--- src/rtl/uart_rx_fsm.sv ---
// uart_rx_fsm: UART receive sequencer owning the oversampling edge/bit counters,
// datapath enables and frame-end status pulses; all outputs are registered.
module uart_rx_fsm #(
  parameter int DATA_LENGTH = 8
) (
  input  logic       CLK_fsm,
  input  logic       RST_fsm,
  input  logic       RX_IN,
  input  logic [5:0] prescale,
  input  logic       PAR_EN,
  input  logic       strt_glitch,
  input  logic       par_err,
  input  logic       stp_err,
  output logic [5:0] edge_cnt,
  output logic [3:0] bit_cnt,
  output logic       dat_samp_en,
  output logic       deser_en,
  output logic       strt_chk_en,
  output logic       par_chk_en,
  output logic       stp_chk_en,
  output logic       data_valid,
  output logic       par_error,
  output logic       framing_error
);
  typedef enum logic [2:0] {IDLE, START, DATA, PARITY, STOP, DONE} state_t;
  localparam logic [3:0] BIT_LAST = 4'(DATA_LENGTH - 1);
  state_t     state_q, state_d;
  logic [5:0] edge_q, edge_d, p_q, p_d;
  logic [3:0] bit_q, bit_d;
  logic       pe_q, pe_d, pf_q, pf_d, sf_q, sf_d;
  logic       last, run;
  assign last = edge_q == p_q - 6'd1;
  assign run = state_q inside {START, DATA, PARITY, STOP};
  assign edge_cnt = edge_q;
  assign bit_cnt = bit_q;
  always_comb begin
    state_d = state_q;
    edge_d = run ? (last ? 6'd0 : edge_q + 6'd1) : 6'd0;
    bit_d = bit_q;
    p_d = p_q;
    pe_d = pe_q;
    pf_d = pf_q;
    sf_d = sf_q;
    case (state_q)
      IDLE: begin
        bit_d = 4'd0;
        if (!RX_IN) begin
          state_d = START;
          p_d = (prescale == 6'd8 || prescale == 6'd16 || prescale == 6'd32) ? prescale : 6'd8;
          pe_d = PAR_EN;
        end
      end
      START: if (last) begin
        state_d = strt_glitch ? IDLE : DATA;
        bit_d = 4'd0;
      end
      DATA: if (last) begin
        bit_d = (bit_q == BIT_LAST) ? 4'd0 : bit_q + 4'd1;
        state_d = (bit_q != BIT_LAST) ? DATA : (pe_q ? PARITY : STOP);
      end
      PARITY: if (last) begin
        pf_d = par_err;
        state_d = STOP;
      end
      STOP: if (last) begin
        sf_d = stp_err;
        state_d = DONE;
      end
      DONE: begin
        state_d = IDLE;
        pf_d = 1'b0;
        sf_d = 1'b0;
      end
      default: state_d = IDLE;
    endcase
  end
  // Enables and pulses are registered from the next state so they align with state_q.
  always_ff @(posedge CLK_fsm or negedge RST_fsm) begin
    if (!RST_fsm) begin
      state_q <= IDLE;
      edge_q <= 6'd0;
      bit_q <= 4'd0;
      p_q <= 6'd8;
      pe_q <= 1'b0;
      pf_q <= 1'b0;
      sf_q <= 1'b0;
      dat_samp_en <= 1'b0;
      deser_en <= 1'b0;
      strt_chk_en <= 1'b0;
      par_chk_en <= 1'b0;
      stp_chk_en <= 1'b0;
      data_valid <= 1'b0;
      par_error <= 1'b0;
      framing_error <= 1'b0;
    end else begin
      state_q <= state_d;
      edge_q <= edge_d;
      bit_q <= bit_d;
      p_q <= p_d;
      pe_q <= pe_d;
      pf_q <= pf_d;
      sf_q <= sf_d;
      dat_samp_en <= state_d inside {START, DATA, PARITY, STOP};
      deser_en <= state_d == DATA;
      strt_chk_en <= state_d == START;
      par_chk_en <= state_d == PARITY;
      stp_chk_en <= state_d == STOP;
      data_valid <= state_d == DONE && !pf_d && !sf_d;
      par_error <= state_d == DONE && pf_d;
      framing_error <= state_d == DONE && sf_d;
    end
  end
endmodule

--- config.mk ---
export PLATFORM = sky130hd
export DESIGN_NAME = uart_rx_fsm
export DESIGN_NICKNAME = d
export VERILOG_FILES = /design/src/rtl/uart_rx_fsm.sv
export SDC_FILE = /design/constraint.sdc
export NUM_CORES = 1
export LEC_CHECK = 0
export BUFFER_PORTS_ARGS = -buffer_cell sky130_fd_sc_hd__clkbuf_2
export CORE_MARGIN = 2
export CORE_UTILIZATION = 54
export CTS_BUF_LIST = sky130_fd_sc_hd__clkbuf_16
export DETAILED_ROUTE_END_ITERATION = 10
export PLACE_DENSITY_LB_ADDON = 0.15
export SETUP_SLACK_MARGIN = 0.5
export SYNTH_ARGS = -nofsm -noshare
export SYNTH_HDL_FRONTEND = slang
export SYNTH_SLANG_ARGS = --single-unit
--- constraint.sdc ---
create_clock -name CLK_fsm -period 2.37 [get_ports CLK_fsm]
set_input_delay 0.237 -clock CLK_fsm [delete_from_list [all_inputs] [get_ports CLK_fsm]]
set_output_delay 0.237 -clock CLK_fsm [all_outputs]
set_load 0.005 [all_outputs]
Word-level counts from Yosys, hierarchy flattened
Cells that the tools add are included.

cells by class
  muxes and demuxes = 20
  bitwise operators = 1
  reductions and logical operators = 14
  equality and inequality tests = 18
  add/sub/neg operators = 3

operator list
  operator                                                                  number
  3-bit 2-to-1 mux                                                          7
  6-bit 2-to-1 mux                                                          3
  3-bit case mux with 5 select lines                                        1
  3-bit by 2-bit equality test with 1-bit output (second input constant)    4
  3-bit equality test (second input constant)                               4
  4-bit 2-to-1 mux                                                          3
  4-bit case mux with 3 select lines                                        1
  4-bit nonzero test                                                        2
  6-bit by 1-bit adder with 6-bit output (second input constant)            1
  3-bit by 1-bit equality test with 1-bit output (second input constant)    2
  6-bit by 4-bit equality test with 1-bit output (second input constant)    1
  6-bit by 5-bit equality test with 1-bit output (second input constant)    1
  6-bit equality test                                                       1
  6-bit equality test (second input constant)                               1
  6-bit by 1-bit subtractor with 6-bit output (second input constant)       1
  4-bit by 1-bit adder with 4-bit output (second input constant)            1
  4-bit by 3-bit equality test with 1-bit output (second input constant)    1
  1-bit logical AND                                                         4
  2-bit inequality test (second input constant)                             2
  4-bit by 3-bit inequality test with 1-bit output (second input constant)  1
  1-bit case mux with 2 select lines                                        2
  3-bit zero test                                                           1
  3-bit AND reduction                                                       1
  3-bit nonzero test                                                        1
  other kinds (6)                                                           9

word-level totals
  bits of input ports = 13
  bits in registers = 30
  word-level logic and storage cells = 71
  output and inout port bits = 18

Logic depth before layout (Yosys ltp)
Gate-level depths: netlist of run 1.

  word-level depth = 7
  depth in mapped cells = 10
  depth with buffers taken out = 9

Worst setup path after synthesis of run 1
Ideal clock, no wire load.

  kind = register to register
  start = reg p_q[0]
  end = reg bit_q[3] (netlist: bit_cnt[3])
  setup slack = 0.193 ns
  cell stages (with the launch flop) = 10
  arrival = 2.058 ns
  buffers on the path = 1
  period minus slack after synthesis = 2.177 ns
  required time = 2.250 ns
  library setup time = 0.120 ns
  path through = dfrtp_1 inv_1 ha_1 nor2b_1 or3_1 a31oi_4 clkbuf_4 a21oi_1 o311a_1 a31o_1

on the way
  longest elaborated chain between the ends = 4
  elaborated cells between the ends (all ways) = 5
  classes of those cells = 1 x add/sub; 3 x eq/ne; 1 x reduce/logical

RTL lines
  element                                          line  source
  start, declared                                  28    logic [5:0] edge_q, edge_d, p_q, p_d;
  start signal, assigned                           99    p_q <= p_d;
  6-bit by 1-bit subtractor with 6-bit output (*)  32    assign last = edge_q == p_q - 6'd1;
  6-bit equality test (*)                          32
  2-bit inequality test (no source line)           --
  3-bit AND reduction (no source line) (*)         --
  end signal, assigned                             98    bit_q <= bit_d;
  end, declared                                    29    logic [3:0] bit_q, bit_d;

Every way passes the cells marked *; elsewhere a longest branch is shown, timed or not.
A chain may end at the register's enable or synchronous reset.

Worst setup path in the final report of run 1
  start = reg p_q[3]
  end = reg bit_q[3] (netlist: bit_cnt[3])

The elaborated chain is that of the path after synthesis.

==> results of run 1 <==
-- power breakdown --
part	internal, W	leakage, nW	total [W]	switching, W
clock network	0.000380	0.0748	0.000596	0.000216
registers	0.000623	0.379	0.000799	0.000177
logic	0.000595	0.586	0.00121	0.000618
-- final cells by class --
type                       instances  area (µm²)
multi-input combinational        110         885
fill                             167         638
inverter                          12        45.0
timing repair buffer              50         333
sequential                        29         727
clock inverter                     3        13.8
tap                               31        38.8
clock buffer                       5         125
-- cell families (layout without fill, tap and decap cells) --
| group | Yosys count | after routing | synth area share |
|---|---|---|---|
| and+or+nand+nor | 62 | 62 | 0.223 |
| adders and majority gates | 4 | 4 | 0.0293 |
| muxes | 1 | 1 | 0.00616 |
| buffers and inverters | 18 | 70 | 0.0701 |
| xor gates and xnor gates | 10 | 10 | 0.0586 |
| AOI/OAI and AO/OA | 33 | 33 | 0.165 |
| DFF | 29 | 29 | 0.448 |
-- worst paths after layout --
check / startpoint / to / slack (ps) / cells after the start
max reg2reg: p_q[3] / bit_cnt[3] / 210 / 7
min: RST_fsm / edge_cnt[0] / 10 / 1
min reg2reg: edge_cnt[0] / edge_cnt[0] / 540 / 1
min in group CLK_fsm: stp_err / data_valid / 160 / 2
max in group asynchronous: RST_fsm / strt_chk_en / 1890 / 1
max: p_q[3] / bit_cnt[3] / 210 / 7
-- sequential cells by signal (all words and copies together) (netlist names) --
name,count
bit_cnt,4
dat_samp_en,1
data_valid,1
deser_en,1
edge_cnt,6
framing_error,1
p_q,6
par_chk_en,1
par_error,1
pe_q,1
pf_q,1
state_q,3
stp_chk_en,1
strt_chk_en,1
-- per-stage QoR --
stage / hold WS [ps] / utilization
finish: 10.0 / 0.773
global route: 76.0 / 0.773
CTS: 31.6 / 0.753
detailed placement: 325 / 0.632
global placement: 309 / 0.632
floorplan: -58.6 / -
-- critical path: cells and delay by family, from the launching register on --
| kind | cells | cell delay [ps] |
|---|---|---|
| flip-flops | 1 | 370 |
| AO/OA/AOI/OAI | 3 | 500 |
| AND/OR/NAND/NOR | 3 | 1010 |
| buffers and inverters | 1 | 160 |
-- cell usage in the layout, fill, tap and decap left out, drive strengths merged --
master,n
xor2,6
a211oi,1
o22a,1
and3,1
o211a,1
clkbuf,35
nor3,5
buf,20
dfstp,1
clkinv,2
nor4,4
or3,1
ha,3
a2bb2oi,1
nand4,2
nor2,18
and2,4
a21oi,5
mux2i,1
nand2b,3
and4bb,1
o21ai,7
or4,2
o41ai,2
a31o,2
o311a,1
a31oi,6
nand2,12
maj3,1
o31ai,4
inv,13
dfrtp,28
nor2b,3
and3b,2
a21o,1
o21a,1
nand3,4
xnor2,4
-- metal layers --
| metal | global-route usage | part of all wire | vias up | wire (µm) |
|---|---|---|---|---|
| met5 | 0 | 0 | - | 0 |
| met4 | 0.101 | 0.015 | 0 | 61 |
| met3 | 0.0747 | 0.065 | 6 | 267 |
| met2 | 0.410 | 0.49 | 54 | 1980 |
| met1 | 0.330 | 0.43 | 657 | 1770 |
| li1 | - | - | 653 | - |
-- what timing repair did --
action,CTS,global route
endpoints found under the setup margin,22,22
pin swaps,10,6
setup buffers,15,3
gates resized for setup,12,7
==> flow_metrics.tcl, run 1 <==
set metrics [dict create \
    fmax_mhz 462 \
    drt_iter0_drc 88 \
    tns_ps 0 \
    cts_sinks 29 \
    syn_nets 173 \
    violations "DRC" \
    critPathArrivalTime_ps 2330 \
    grt_pass1_wl_mm 6.40 \
    hpwl_mm 2.35 \
    synth_edf_count 0 \
    cts_tree "done" \
    clk_latency_ps 280 \
    setup_viol 0 \
    drt_pass1_iterations 7 \
    max-cap-violations 0 \
    path_cells "or4_4 -> o21ai_2 -> and4bb_4 -> buf_4 -> nand4_1 -> o311a_1 -> a31o_1" \
    vias_per_cell 5.71 \
    cp-end-kind "register" \
    cts_hold_buffers 0 \
    powerDensity_nw_per_um2 1200 \
    antenna_found_initial 0 \
    path_clk_slew_ps 50 \
    synthDistinctLibCells 50 \
    dieHeight_um 58.8 \
    cp_max_fo 7 \
    n_antenna_cell 0 \
    synth_area_leaders "dfrtp_1 43%, nor2_1 3.9%, xor2_1 2.7%, ha_1 2.3%, nand2_1 2.3%" \
    finalHoldViolCount 0 \
    yosysMostFrequentCell "dfrtp_1" \
    dpl_worst_slack_ps 34.2 \
    die_area_um2 3460 \
    min_period_ps 2160 \
    avgSynthCellArea_um2 10.3 \
    fin_ws_ps 207 \
    async_flop_share 1.00 \
    slowest_stage "or4_4" \
    ys.flop_type "dfrtp_1" \
    grt_pass1_vias 1349 \
    critPathMaxStageDelay_ps 540 \
    area_growth_pct 33.4 \
    wire_per_inst_um 17.0 \
    total_power_w 0.00261 \
    cp-start-kind "register" \
    placed_cell_area_um2 1770 \
    tightest_slew_ps 729 \
    synthTopCellsByCount "28 x dfrtp_1, 17 x nor2_1, 10 x nand2_1" \
    ys_ff_latch 29 \
    yosysTopAreaCellShare 0.431 \
    holdCritPathClass "in -> async" \
    ys_warn_count 0 \
    status "complete, but fails checks" \
    chipWidth_um 58.8 \
    rows 19 \
    grtUsageTotal 0.257 \
    final_layout_size_suffix_gt1_frac 0.426 \
    path_class "reg -> reg" \
    grt_max_degree 30 \
    design_area_um2 2170 \
    finClkSkew_ps 4.14 \
    nNetsFinal 224 \
    ir_drop_mv 0.888 \
    clock-root-buffer "clkbuf_16" \
    rsz0062_at_grt "yes" \
    grt.overflow.total 0 \
    ant_nets 0 \
    placed_cells 214 \
    htree_num_levels 2 \
    finalMaxSlewViolations 0 \
    slew_headroom 0.514 \
    fp.coreArea_um2 2810 \
    ys_seq_area_frac 0.448 \
    finalWirelength_mm 4.08 \
    dr_total_vias 1370 \
    stdcell_count 240 \
    port_buffers 30 \
    numCtsBuffers 5 \
    syn-cell-area_um2 1620 \
    gp_congestion 0.862 \
    period_share 0.913 \
    synth.largest_area_cell "dfrtp_1" \
    synthCells 157 \
    initial_core_util 0.579 \
    post-route-drc-count 1 \
    cts_buffer_depth 2 \
    leakage_nw 1.04 \
    ios 31 \
    required_ps 2530 \
]
Note: power is estimated with default switching activity, not from simulation.
==> run 2, diff against run 1 <==
--- a/config.mk
+++ b/config.mk
@@ -6,6 +6,7 @@
 export NUM_CORES = 1
 export LEC_CHECK = 0
 export BUFFER_PORTS_ARGS = -buffer_cell sky130_fd_sc_hd__clkbuf_2
+export CORE_ASPECT_RATIO = 1.1
 export CORE_MARGIN = 2
 export CORE_UTILIZATION = 54
 export CTS_BUF_LIST = sky130_fd_sc_hd__clkbuf_16
==> run 2 against run 1 <==
Compared with the run above:
- the flow now finishes without violations
- count of clock-buffer cells in the layout stayed put
- first-iteration DRC count is 52% lower
- sequential power is 1% lower
- largest power group unchanged
==> flow_metrics.tcl, run 2 (synthesis gave the netlist of run 1 again) <==
set metrics [dict create \
    setup_viol 0 \
    leakage_nw 1.07 \
    slew_headroom 0.518 \
    cts_buffer_depth 2 \
    grt_pass1_vias 1344 \
    path_clk_slew_ps 50 \
    period_share 0.943 \
    rsz0062_at_grt "yes" \
    cp_common_cell "buf_6" \
    tightest_slew_ps 724 \
    port_buffers 30 \
    r2r_start "p_q[2]" \
    die_area_um2 3460 \
    chipWidth_um 56.3 \
    finalWirelength_mm 4.01 \
    reg2reg_depth 8 \
    tns_ps 0 \
    finalMaxSlewViolations 0 \
    design_area_um2 2210 \
    finClkSkew_ps 3.63 \
    holdCritPathClass "in -> async" \
    max-cap-violations 0 \
    ios 31 \
    wire_per_inst_um 16.4 \
    area_growth_pct 36.0 \
    dieHeight_um 61.5 \
    layout_common_cells "30 x clkbuf_2, 28 x dfrtp_1, 16 x nor2_1" \
    cts_hold_buffers 0 \
    drt_pass1_iterations 4 \
    finalHoldViolCount 0 \
    grt_pass1_wl_mm 6.47 \
    final_layout_size_suffix_gt1_frac 0.434 \
    placed_cells 217 \
    routed.top_layer "met4" \
    reg2reg_to "pf_q" \
    hpwl_mm 2.41 \
    cp-start-kind "register" \
    critPathArrivalTime_ps 2420 \
    rows 20 \
    critPathMaxStageDelay_ps 550 \
    hold_ws_ps 16.1 \
    gp_congestion 0.865 \
    numCtsBuffers 5 \
    wl_met3_um 146 \
    slowest_stage "or4_4" \
    grt_max_degree 30 \
    initial_core_util 0.574 \
    n_antenna_cell 0 \
    fp.coreArea_um2 2830 \
    nNetsFinal 227 \
    powerDensity_nw_per_um2 1200 \
    r2r_slack_ps 140 \
    clock-root-buffer "clkbuf_16" \
    vias_per_cell 5.60 \
    cp_max_fo 7 \
    worst-path-buf-inv 2 \
    stdcell_count 245 \
    clk_latency_ps 270 \
    critical-path-top-delay-family "simple AND/OR/NAND/NOR gates" \
    status "complete, no violations" \
    cts_tree "done" \
    required_ps 2550 \
    min_period_ps 2230 \
    wl_met1_mm 1.65 \
    htree_num_levels 2 \
    total_power_w 0.00265 \
    final_common_cell "clkbuf_2" \
    placed_cell_area_um2 1780 \
    post-route-drc-count 0 \
    fmax_mhz 448 \
    grtUsageTotal 0.250 \
    drt_iter0_drc 42 \
    path_cells "or4_4 -> o21ai_2 -> and4bb_4 -> nand2_4 -> buf_6 -> buf_6 -> a2bb2oi_2 -> o21ai_1" \
    cp-end-kind "register" \
    antenna_found_initial 0 \
    path_class "reg -> reg" \
    cts_sinks 29 \
    ant_nets 0 \
    grt.overflow.total 0 \
    met2_length_mm 2.17 \
    ir_drop_mv 1.06 \
    dr_total_vias 1371 \
]
run 2: report_power, final:
part	total (W)	internal, W	leakage [nW]	switching [W]
clock	0.000690	0.000486	0.0826	0.000204
combinational	0.00118	0.000584	0.606	0.000591
sequential	0.000788	0.000623	0.379	0.000165
run 2: worst max-delay path by stage:
stage               slack, ps  startpoint  cells past startpoint          to
global route              100      p_q[2]                      8        pf_q
CTS                       250      p_q[2]                      6  bit_cnt[0]
detailed placement         40      p_q[0]                      8  bit_cnt[0]
finish                    140      p_q[2]                      8        pf_q
global placement          130      p_q[2]                      6  bit_cnt[0]
floorplan                 320      p_q[0]                      7  bit_cnt[3]
run 2: layer usage:
metal | global-route usage | up-vias
li1 | - | 660
met1 | 0.294 | 669
met2 | 0.462 | 35
met3 | 0.0546 | 7
met4 | 0.0850 | 0
met5 | 0 | -
run 2: per-stage QoR:
step,util,setup WS [ps]
5_1_grt,0.781,104
4_1_cts,0.768,246
3_3_place_gp,0.630,127
6_report,0.781,136
3_5_place_dp,0.630,36.5
2_1_floorplan,-,320
run 2: layout make-up:
| type | count | area, µm² |
|---|---|---|
| Inverter | 12 | 45.0 |
| Fill cell | 189 | 619 |
| Tap cell | 33 | 41.3 |
| Clock inverter | 3 | 37.5 |
| Sequential cell | 29 | 727 |
| Clock buffer | 5 | 125 |
| Timing Repair Buffer | 53 | 353 |
| Multi-Input combinational cell | 110 | 880 |
run 2: what timing repair did:
action,CTS,global route
gates resized for setup,19,7
setup buffers,19,1
setup endpoints to repair,22,22
pin swaps,15,9
hold endpoints to repair,0,0
==> run 3, diff against run 2 <==
--- a/config.mk
+++ b/config.mk
@@ -6,11 +6,14 @@
 export NUM_CORES = 1
 export LEC_CHECK = 0
 export BUFFER_PORTS_ARGS = -buffer_cell sky130_fd_sc_hd__clkbuf_2
+export CELL_PAD_IN_SITES_DETAIL_PLACEMENT = 1
+export CELL_PAD_IN_SITES_GLOBAL_PLACEMENT = 1
 export CORE_ASPECT_RATIO = 1.1
 export CORE_MARGIN = 2
-export CORE_UTILIZATION = 54
+export CORE_UTILIZATION = 42
 export CTS_BUF_LIST = sky130_fd_sc_hd__clkbuf_16
 export DETAILED_ROUTE_END_ITERATION = 10
+export MAX_ROUTING_LAYER = met4
 export PLACE_DENSITY_LB_ADDON = 0.15
 export SETUP_SLACK_MARGIN = 0.5
 export SYNTH_ARGS = -nofsm -noshare
==> run 3 against run 2 <==
Compared with the run above:
- utilization shrank 16 points
- combinational power grew 19%
- via count grew 6.3%
- power grew 10%
- clock power grew 0.9%
- sequential cell count is the same
- die area grew 27%
- largest cell class unchanged
- count of clock-buffer cells in the layout is the same
- sequential power grew 3.6%
==> flow_metrics.tcl, run 3 (synthesis gave the netlist of run 1 again) <==
set metrics [dict create \
    nNetsFinal 225 \
    clk_latency_ps 270 \
    port_buffers 30 \
    dpl_worst_slack_ps 81.7 \
    hold_ws_ps 22.0 \
    powerDensity_nw_per_um2 1280 \
    holdCritPathClass "in -> async" \
    cts_tree "done" \
    grtUsageTotal 0.245 \
    post-route-drc-count 0 \
    placed_cell_area_um2 1800 \
    area_growth_pct 41.1 \
    p_clk_frac 0.238 \
    leakage_nw 1.07 \
    status "complete, no violations" \
    fin_ws_ps 112 \
    netSwitchingFraction 0.378 \
    tns_ps 0 \
    fmax_mhz 443 \
    clock-root-buffer "clkbuf_16" \
    finalMaxSlewViolations 0 \
    grt_pass1_wl_mm 7.96 \
    cp-end-kind "register" \
    path_clk_slew_ps 50 \
    regArea_um2 727 \
    gp_congestion 0.849 \
    slew_headroom 0.502 \
    rows 23 \
    dr_total_vias 1458 \
    multi_input_area_um2 911 \
    numCtsBuffers 5 \
    finalWirelength_mm 5.42 \
    finalHoldViolCount 0 \
    htree_num_levels 2 \
    ir_drop_mv 0.633 \
    total_power_w 0.00293 \
    n_antenna_cell 0 \
    fp.coreArea_um2 3680 \
    critPathArrivalTime_ps 2410 \
    max-cap-violations 0 \
    combPwrFrac 0.483 \
    grt.overflow.total 0 \
    hpwl_mm 2.97 \
    path_class "reg -> reg" \
    design_area_um2 2290 \
    ios 31 \
    drt_pass1_iterations 4 \
    cts_sinks 29 \
    final_layout_size_suffix_gt1_frac 0.443 \
    wire_per_inst_um 20.9 \
    min_period_ps 2260 \
    power_frac_seq 0.279 \
    cp_max_fo 6 \
    grt_pass1_vias 1591 \
    period_share 0.953 \
    cts_hold_buffers 0 \
    chipWidth_um 63.3 \
    required_ps 2530 \
    vias_per_cell 5.61 \
    rsz0062_at_grt "yes" \
    tightest_slew_ps 746 \
    cp-start-kind "register" \
    n_fill_cell 420 \
    layout_common_cells "30 x clkbuf_2, 28 x dfrtp_1, 16 x nor2_1" \
    switchingPower_w 0.00111 \
    finClkSkew_ps 3.72 \
    setup_viol 0 \
    cts_buffer_depth 2 \
    ant_nets 0 \
    dieHeight_um 69.2 \
    grt_max_degree 30 \
    antenna_found_initial 0 \
    internal_power_w 0.00182 \
    final_common_cell "clkbuf_2" \
    initial_core_util 0.441 \
    die_area_um2 4380 \
    drt_iter0_drc 58 \
]
-- run 3: path summary, 6_finish.rpt --
kind                          from          end  slack, ps  cells past startpoint
setup reg to reg            p_q[0]   bit_cnt[0]        110                      7
hold reg to reg             p_q[5]       p_q[5]        550                      2
setup / recovery            p_q[0]   bit_cnt[0]        110                      7
hold / removal             RST_fsm  edge_cnt[0]         20                      1
min in group CLK_fsm       stp_err   data_valid        180                      2
max in group asynchronous  RST_fsm       p_q[2]       1880                      1
-- run 3: repair_timing --
item / in CTS / in global routing
setup endpoints to repair: 22 / 22
setup buffers: 9 / 9
pin swaps: 15 / 10
gates resized for setup: 16 / 16
-- run 3: power groups by stage --
| stage | Sequential, W | Combinational, W | Clock [W] |
|---|---|---|---|
| after floorplan | 0.000736 | 0.000739 | 0 |
| after global placement | 0.000792 | 0.000835 | 0 |
| after detailed placement | 0.000796 | 0.000880 | 0 |
| after CTS | 0.000798 | 0.00112 | 0.000707 |
| after global routing | 0.000835 | 0.00152 | 0.000729 |
| final | 0.000816 | 0.00141 | 0.000696 |
-- run 3: per-layer routing --
layer,GRT usage,wire length (µm)
met4,0.116,223
met3,0.0487,147
met2,0.439,3030
met1,0.256,2020
met5,-,0
-- run 3: critical path, cell delays in order (launching register included) --
cell and delay, ps:
dfrtp_1 410, or4_4 540, o21ai_2 150, and4bb_4 330
buf_12 130, nand2_8 60, maj3_2 330, o22a_1 170
-- run 3: final cells by class --
class,count,area share
Multi-Input combinational cell,110,0.398
Clock inverter,3,0.0164
Inverter,12,0.0197
Timing Repair Buffer,51,0.167
Tap cell,50,0.0273
Sequential cell,29,0.317
Clock buffer,5,0.0546
-- run 3: metrics by stage --
stage | utilization | std cells
6_report | 0.622 | 260
5_1_grt | 0.622 | 260
4_1_cts | 0.578 | 251
3_5_place_dp | 0.489 | 234
3_3_place_gp | 0.489 | 234
2_1_floorplan | - | 157
